File: config.mk
export PLATFORM = sky130hd
export DESIGN_NAME = div_issue_seq
export DESIGN_NICKNAME = d
export VERILOG_FILES = /design/src/rtl/div_issue_seq.sv
export SDC_FILE = /design/constraint.sdc
export NUM_CORES = 1
export LEC_CHECK = 0
export CAP_MARGIN = 20
export CORE_AREA = 2 2 93 163
export DETAILED_ROUTE_END_ITERATION = 12
export DIE_AREA = 0 0 95 165
export PLACE_DENSITY_LB_ADDON = 0.15
export SLEW_MARGIN = 30
export SYNTH_ARGS = -nofsm -noshare
export SYNTH_HDL_FRONTEND = slang
export SYNTH_SLANG_ARGS = --single-unit
File: constraint.sdc
create_clock -name clk -period 4 [get_ports clk]
set_clock_uncertainty 0.05 [all_clocks]
set_input_delay 0.6 -clock clk [delete_from_list [all_inputs] [get_ports clk]]
set_output_delay 0.6 -clock clk [all_outputs]
set_load 0.05 [all_outputs]
File: src/rtl/div_issue_seq.sv
// Issue sequencer for a multi-cycle combinational divider: holds operands for LATENCY
// cycles, captures the result, and hands it to writeback. Optional div_zero output via DIV_ZERO_FLAG_EN.
module div_issue_seq #(
  parameter int unsigned LATENCY = 4
) (
  input  logic        clk,
  input  logic        reset,
  input  logic        in_valid,
  output logic        in_ready,
  input  logic [31:0] in_a,
  input  logic [31:0] in_b,
  input  logic        in_isDiv,
  input  logic        in_isMod,
  input  logic [3:0]  in_rd,
  output logic [31:0] div_a,
  output logic [31:0] div_b,
  output logic        div_isDiv,
  output logic        div_isMod,
  input  logic [31:0] div_result,
  output logic        out_valid,
  input  logic        out_ready,
  output logic [31:0] out_result,
  output logic [3:0]  out_rd,
  output logic        busy
`ifdef DIV_ZERO_FLAG_EN
  ,
  output logic        div_zero
`endif
);

  typedef enum logic [1:0] {
    IDLE = 2'd0,
    WAIT = 2'd1,
    DONE = 2'd2
  } state_e;

  localparam logic [3:0] LAT_M1 = 4'(LATENCY - 1);

  state_e      state_q, state_d;
  logic [3:0]  cnt_q, cnt_d;
  logic [31:0] a_q, a_d;
  logic [31:0] b_q, b_d;
  logic        isdiv_q, isdiv_d;
  logic        ismod_q, ismod_d;
  logic [3:0]  rd_q, rd_d;
  logic [31:0] res_q, res_d;
  logic [3:0]  ord_q, ord_d;
`ifdef DIV_ZERO_FLAG_EN
  logic        zero_q, zero_d;
`endif

  always_comb begin
    state_d = state_q;
    cnt_d   = cnt_q;
    a_d     = a_q;
    b_d     = b_q;
    isdiv_d = isdiv_q;
    ismod_d = ismod_q;
    rd_d    = rd_q;
    res_d   = res_q;
    ord_d   = ord_q;
`ifdef DIV_ZERO_FLAG_EN
    zero_d  = zero_q;
`endif
    case (state_q)
      IDLE: begin
        if (in_valid) begin
          a_d     = in_a;
          b_d     = in_b;
          isdiv_d = in_isDiv;
          ismod_d = in_isMod;
          rd_d    = in_rd;
          cnt_d   = LAT_M1;
          state_d = WAIT;
        end
      end
      WAIT: begin
        // Counter reaching zero marks the LATENCY-th edge after acceptance.
        if (cnt_q == '0) begin
          res_d   = div_result;
          ord_d   = rd_q;
`ifdef DIV_ZERO_FLAG_EN
          zero_d  = (b_q == '0);
`endif
          state_d = DONE;
        end else begin
          cnt_d = cnt_q - 4'd1;
        end
      end
      DONE: begin
        if (out_ready) state_d = IDLE;
      end
      default: state_d = IDLE;
    endcase
  end

  always_ff @(posedge clk) begin
    if (reset) begin
      state_q <= IDLE;
      cnt_q   <= '0;
      a_q     <= '0;
      b_q     <= '0;
      isdiv_q <= 1'b0;
      ismod_q <= 1'b0;
      rd_q    <= '0;
      res_q   <= '0;
      ord_q   <= '0;
`ifdef DIV_ZERO_FLAG_EN
      zero_q  <= 1'b0;
`endif
    end else begin
      state_q <= state_d;
      cnt_q   <= cnt_d;
      a_q     <= a_d;
      b_q     <= b_d;
      isdiv_q <= isdiv_d;
      ismod_q <= ismod_d;
      rd_q    <= rd_d;
      res_q   <= res_d;
      ord_q   <= ord_d;
`ifdef DIV_ZERO_FLAG_EN
      zero_q  <= zero_d;
`endif
    end
  end

  assign in_ready   = (state_q == IDLE);
  assign busy       = (state_q != IDLE);
  assign out_valid  = (state_q == DONE);
  assign div_a      = a_q;
  assign div_b      = b_q;
  assign div_isDiv  = isdiv_q;
  assign div_isMod  = ismod_q;
  assign out_result = res_q;
  assign out_rd     = ord_q;
`ifdef DIV_ZERO_FLAG_EN
  assign div_zero   = zero_q;
`endif

endmodule

**Word-level counts from Yosys, hierarchy flattened**

Cells that the tools add are included.

- $add $sub $neg: 1
- Eq/ne operators: 6
- Mux-type cells: 7
- Reductions and logical operators: 8

Operator list:

| operator | count |
|---|---|
| 4-bit two-way mux | 2 |
| 4-bit case mux with 2 select lines | 1 |
| 2-bit two-way mux | 3 |
| 2-bit inequality test (second input constant) | 3 |
| 2-bit case mux with 3 select lines | 1 |
| 3-bit AND reduction | 2 |
| 4-bit logical NOT | 1 |
| 2-bit AND reduction | 2 |
| 2-bit nonzero test | 2 |
| 4-bit by 1-bit subtractor with 4-bit output (second input constant) | 1 |
| 2-bit by 1-bit == test with 1-bit output (second input constant) | 1 |
| 2-bit == test (second input constant) | 1 |
| 2-bit logical NOT | 1 |
| 2-bit by 1-bit inequality test with 1-bit output (second input constant) | 1 |

- Bits in registers: 112
- Input port bits: 106
- Output and inout port bits: 105

**Logic depth before layout (Yosys ltp)**

Gate-level depths: netlist (run 1).

- Word-level depth: 3
- Depth in mapped cells: 7

**Worst setup path after synthesis (run 1)**

No wires, ideal clock.

- Path kind: reg-to-output
- From: register state_q[0]
- To: output in_ready
- Data arrival time: 1193 ps
- Required time: 3350 ps
- Slack: 2157 ps
- Stages on the path, launching flop included: 4
- Path buffers: 1
- Cells stage by stage: dfxtp_1 buf_4 or2_2 inv_1

- Cells in the longest elaborated chain, start to end: 1

RTL lines:

| what | RTL line | source |
|---|---|---|
| start: declaration | 39 | `state_e state_q, state_d;` |
| start signal: assignment | 112 | `state_q <= state_d;` |
| 2-bit logical NOT | 127 | `assign in_ready = (state_q == IDLE);` |
| end: declaration | 9 | `output logic in_ready,` |

Every way passes these cells.

**Worst setup path in the final report (run 1)**

- From: register state_q[1]
- To: output in_ready

Same word-level chain as after synthesis.

==> results of run 1 <==
## metrics by stage
step / setup WS (ps) / hold slack, ps / util [%] / cell area [sq um] / total power, W
floorplan: 2160 / 387 / - / 4250 / 0.00199
global placement: 1320 / 392 / 44.4 / 6350 / 0.00230
detailed placement: 1290 / 395 / 44.5 / 6360 / 0.00231
CTS: 1400 / 406 / 46.5 / 6650 / 0.00321
global route: 1350 / 426 / 46.5 / 6650 / 0.00331
finish: 1430 / 405 / 46.5 / 6650 / 0.00314
## routing by layer
metal,global-route usage (%),vias up,part of all wire (%)
li1,-,2078,-
met1,17.0,1916,38
met2,28.4,138,54
met3,3.24,21,5.5
met4,7.58,0,3.1
met5,0,-,0
## cell families after synthesis
group	share of synthesized area [%]
compound gates	18.8
mux	0.471
buf+inv	7.18
flops	52.8
fa+ha+maj	0.589
simple gates	20.2
## registers in the layout (all words and copies together) (netlist names)
| name | cells |
|---|---|
| div_isMod | 1 |
| div_a | 32 |
| div_b | 32 |
| rd_q | 4 |
| div_isDiv | 1 |
| state_q | 2 |
| out_result | 32 |
| cnt_q | 4 |
| out_rd | 4 |
## where the power goes
part	internal (W)	switching (W)	leakage, nW	total (W)
Combinational	0.000351	0.000648	1.29	0.00100
Sequential	0.00121	0.0000596	0.916	0.00127
Clock	0.000463	0.000410	0.144	0.000873
## path summary, 6_finish.rpt
path | start | to | cells past startpoint
worst min-delay path | div_b[2] | div_b[2] | 2
worst min register to register | div_b[2] | div_b[2] | 2
worst max register to register | state_q[0] | div_a[0] | 4
worst max-delay path | state_q[1] | in_ready | 3
## cells in the final DEF (no fill, tap or decap), types with 9 or more instances in the layout
| master | instances |
|---|---|
| o21ai_1 | 10 |
| o21ai_2 | 11 |
| o21ai_0 | 15 |
| a21oi_1 | 107 |
| nand3_1 | 40 |
| nand2_1 | 140 |
| clkbuf_16 | 9 |
| dfxtp_1 | 112 |
| clkdlybuf4s50_1 | 209 |
## final cells by class
| class | instances | area share, % |
|---|---|---|
| sequential | 112 | 33.7 |
| timing repair buffer | 216 | 32.5 |
| multi-input combinational | 349 | 25.7 |
| clock buffer | 11 | 3.80 |
| tap | 180 | 3.39 |
| clock inverter | 4 | 0.565 |
| inverter | 5 | 0.282 |
## critical path: cells and delay by family, from the launching register on
kind / cells / cell delay [ps]
flops: 1 / 390
simple gates: 1 / 350
buf+inv: 2 / 850
==> summary.md, run 1 <==
| Metric | Value |
|---|---|
| Status | finished clean |
| Clk sinks | around 110 |
| Rows | between 50 and 60 |
| RSZ-0062 raised after global routing | false |
| Vias in the first global route | 4012 |
| Crit path DAT | about 1900 ps |
| Post-Route WL | 12700 microns |
| Cell Area, Synth | 0.00425 sq mm |
| Final ANT Viol Nets | 0 |
| Worst-Margin Slew | 847 ps |
| P_leak | roughly 2.3 nW |
| Resized cells post-CTS | 0 |
| Yosys warns | 0 |
| Req. time, crit path | ~3400 ps |
| EDFF count, synth | 0 |
| Storage cell area | roughly 0.0022 sq mm |
| Crit path kind | register to output port |
| Post-synthesis cell type count | 33 |
| Ant diodes | 0 |
| I/O pin count | 211 |
| Final hold vios | 0 |
| CTS tree | done |
| Post-DR wirelength/cell | 14.5 microns |
| HPWL Detailed | 8880 microns |
| Ys async rst share | 0% |
| Via count | 4153 |
| Most common cell in the synthesized netlist | nand2_1 |
| Drt drc | 0 |
| Worst reg2reg setup slack | approximately 2000 ps |
| Root Buffer | clkbuf_16 |
| Initial drt markers | about 180 |
| Crit Path Max Fanout | 9 |
| Max-slew violation count | 0 |
| Clk Latency, worst-skew pair | roughly 340 ps |
| First-pass DRT Iterations | 4 |
| Synth Flop Type | dfxtp_1 |
| Worst setup EP type | output port |
| Synth top cells by count | 140 x nand2_1, 112 x dfxtp_1, 107 x a21oi_1, 40 x nand3_1 |
| Slew Limit Headroom | a little over two fifths |
| Synth Area per Inst | ~8.3 sq um |
| Max stage delay on crit path | 790 ps |
| Area Overhead vs Synth | 56.4% |
| Final nets | between 800 and 900 |
| Final setup vio count | 0 |
| Worst vdd ir | approximately 200 uV |
| Area leader, netlist | dfxtp_1 |
| Initial Util | between 20% and 30% |
| CP max stage cell | clkdlybuf4s50_1 |
| Cts bufs inserted | 9 |
| Final cell count without fillers | between 800 and 900 |
| H-tree levels | 3 |
| Routability cong. | ~0.73 |
| # Post-CTS Setup Buffers | 0 |
| Post-route minimum period | around 2600 ps |
| Core area | 0.0143 sq mm |
| GRT Resource Usage Total | between 15 and 20% |
| Clock Tree Buf Depth | 2 |
| Worst setup SP type | register |
| Seq/Total Area, Yosys | between 50% and 60% |
| CP cell instances | or2_2 > inv_1 > clkdlybuf4s50_1 |
| DIE HEIGHT | 165 microns |
| Overflow after GRT | 0 |
| Fin crit share | between 60 and 70% |
| Yosys top cell area share | around 53% |
| Yosys reg bits | about 110 |
| Avg Vias per Cell | approximately 4.7 |
| Setup TNS | 0 ps |
| Synth area leaders | dfxtp_1 53%, a21oi_1 13%, nand2_1 12% |
| Pin count of the biggest net entering global routing | 114 |
| Achievable Freq | 0.388 GHz |
| Initial antenna violation count | 0 |
| Multi-input gate area | approximately 0.0017 sq mm |
| Layout cell share with drive strength beyond 1 | 5.88% |
| Post-CTS Hold Buffers | 0 |
| Fillcell total | between 1000 and 1500 |
| PortBufs | 210 |
| Max-cap violations | 0 |
| First-pass GRT wire length | between 15000 and 20000 microns |
| Worst-path clk slew | about 70 ps |
| Power per Cell Area | 473 mW/mm^2 |
| Mapped Cells | 510 |
| Die Width | about 95 microns |
| Net Count, Synth | about 620 |
| Worst Hold Class | register to register |
| Dpl cells | 862 |
| Die ar. | approximately 0.016 sq mm |
Note: power is estimated with default switching activity, not from simulation.
==> inputs of run 2 (changes only) <==
Clock period 4 ns to 2.58 ns, I/O delays scaled along.
==> run 2 against run 1 <==
Cell area up 0.34%. Setup slack worse by 1200 ps. Combinational power up 57%. Die area unchanged. Clock-buffer cell count up 1. Sequential share of layout area down 0.11 points. Register-to-register slack worse by 1200 ps. Worst hold slack worse by 1.3 ps. Clock power up 52%. Core utilization up 0.16 points. Critical path depth unchanged. Flip-flop and latch count unchanged. Largest power group unchanged.
==> summary.md, run 2 (synthesis gave the netlist of run 1 again) <==
| Metric | Value |
|---|---|
| Setup TNS | 0 ps |
| Max-slew violation count | 0 |
| Rows | between 50 and 60 |
| Clock Tree Buf Depth | 2 |
| Post-DR wirelength/cell | roughly 15 microns |
| CP cell instances | or2_2 > inv_1 > clkdlybuf4s50_1 |
| Dpl cells | 863 |
| FF-to-FF Start | cnt_q[0] |
| Post-route minimum period | between 2000 and 2500 ps |
| CP max stage cell | clkdlybuf4s50_1 |
| Worst setup EP type | output port |
| Final setup vio count | 0 |
| Delay-heaviest family, CP | buffers and inverters |
| Status | finished clean |
| Origin of the worst setup path | state_q[1] |
| Final nets | ~800 |
| Layout cell share with drive strength beyond 1 | a little under 6% |
| Area Overhead vs Synth | 56.9% |
| Resized cells post-CTS | 0 |
| Dpl ws | ~380 ps |
| RSZ-0062 raised after global routing | false |
| Initial Util | around 30% |
| Root Buffer | clkbuf_16 |
| Req. time, crit path | 2140 ps |
| Worst-Margin Slew | around 750 ps |
| Core area | roughly 0.014 sq mm |
| Clk sinks | 112 |
| Pint | between 0.003 and 0.004 W |
| Combinational power share | around 32% |
| # Post-CTS Setup Buffers | 0 |
| Achievable Freq | about 0.42 GHz |
| Most common cell after layout, fill and taps aside | clkdlybuf4s50_1 |
| Worst setup SP type | register |
| Post-Route WL | around 13000 microns |
| Fillcell total | around 1400 |
| Psw | between 0.0015 and 0.002 W |
| H-tree levels | 3 |
| Slew Limit Headroom | about half |
| Die ar. | 0.0157 sq mm |
| Crit path DAT | just under 2000 ps |
| Via count | about 4200 |
| P_leak | between 2 and 2.5 nW |
| Drt drc | 0 |
| Final ANT Viol Nets | 0 |
| Avg Vias per Cell | between 4 and 5 |
| Max stage delay on crit path | approximately 800 ps |
| Reg power frac | 40.5% |
| First-pass DRT Iterations | 4 |
| Cts bufs inserted | 9 |
| Initial antenna violation count | 0 |
| Vias in the first global route | ~4100 |
| Fin crit share | between 90% and 100% |
| Final hold vios | 0 |
| I/O pin count | around 210 |
| Worst Setup Slack, final | approximately 200 ps |
| Worst Hold Class | register to register |
| Ant diodes | 0 |
| Pin count of the biggest net entering global routing | 74 |
| Max-cap violations | 0 |
| Sw frac | between 30% and 40% |
| PortBufs | 210 |
| Crit Path Max Fanout | 9 |
| CTS tree | done |
| Routability cong. | 0.729 |
| Worst reg2reg setup slack | about 760 ps |
| GRT Resource Usage Total | 16.0% |
| Worst-path clk slew | ~70 ps |
| Commonest non-fill, non-tap cells in the layout | 209 x clkdlybuf4s50_1, 140 x nand2_1, 112 x dfxtp_1 |
| Post-CTS Hold Buffers | 0 |
| Initial drt markers | 181 |
| Worst vdd ir | 275 uV |
| HPWL Detailed | around 9000 microns |
| Min-Delay Startpoint | div_a[9] |
| Final cell count without fillers | just under 900 |
| Overflow after GRT | 0 |
| Crit path kind | register to output port |
| First-pass GRT wire length | 19800 microns |
| Die Width | approximately 95 microns |
| Power per Cell Area | 730 mW/mm^2 |
| Clock power share | between 20% and 30% |
| Final hold slack | roughly 400 ps |
| Worst Path Buf+Inv | 2 |
| Clk Latency, worst-skew pair | 340 ps |
| DIE HEIGHT | about 170 microns |
==> run 2: cell types whose count changed in the layout (fill, tap and decap cells not counted) <==
cell,change
buf_6,-1
clkbuf_1,+2
clkbuf_8,-1
buf_12,+2
==> run 2: stage by stage <==
stage,cell area [sq um],total power (W),utilization [%]
after floorplan,4250,0.00309,-
after global placement,6380,0.00356,44.7
after detailed placement,6380,0.00359,44.7
after CTS,6670,0.00496,46.6
after global routing,6670,0.00512,46.6
final,6670,0.00487,46.6
==> run 2: area by class of cell <==
cell class / instances / area [sq um] / share of cell area (%)
flip-flops and latches: 112 / 2240 / 33.6
inverters: 5 / 18.8 / 0.281
well taps: 180 / 225 / 3.38
repair buffers: 217 / 2190 / 32.8
clock inverters: 4 / 37.5 / 0.563
multi-input cells: 349 / 1710 / 25.6
clock buffers: 12 / 246 / 3.70
==> run 2: routing by layer <==
metal	track usage (%)	up-vias	routed length, microns	part of all wire, %
met2	28.8	150	6700	52
li1	-	2081	-	-
met1	17.3	1897	4910	38
met5	0	-	0	0
met4	8.10	0	459	3.6
met3	3.19	26	839	6.5
==> run 2: path summary, 6_finish.rpt <==
path / end / cells after the start
worst min register to register: div_a[9] / 2
worst max-delay path: in_ready / 3
worst min-delay path: div_a[9] / 2
worst max register to register: cnt_q[0] / 5
==> run 2: worst register-to-register path: stages, from the launching register on <==
cell and delay [ps]:
dfxtp_1 380, inv_1 80, ha_1 240, or3b_4 580, a211oi_1 160, a311oi_1 250
==> run 2: power groups by stage <==
stage	Combinational (W)	Sequential, W	Clock (W)
finish	0.00157	0.00197	0.00133
global route	0.00168	0.00199	0.00145
CTS	0.00159	0.00197	0.00140
detailed placement	0.00158	0.00201	0
global placement	0.00156	0.00200	0
floorplan	0.000636	0.00245	0
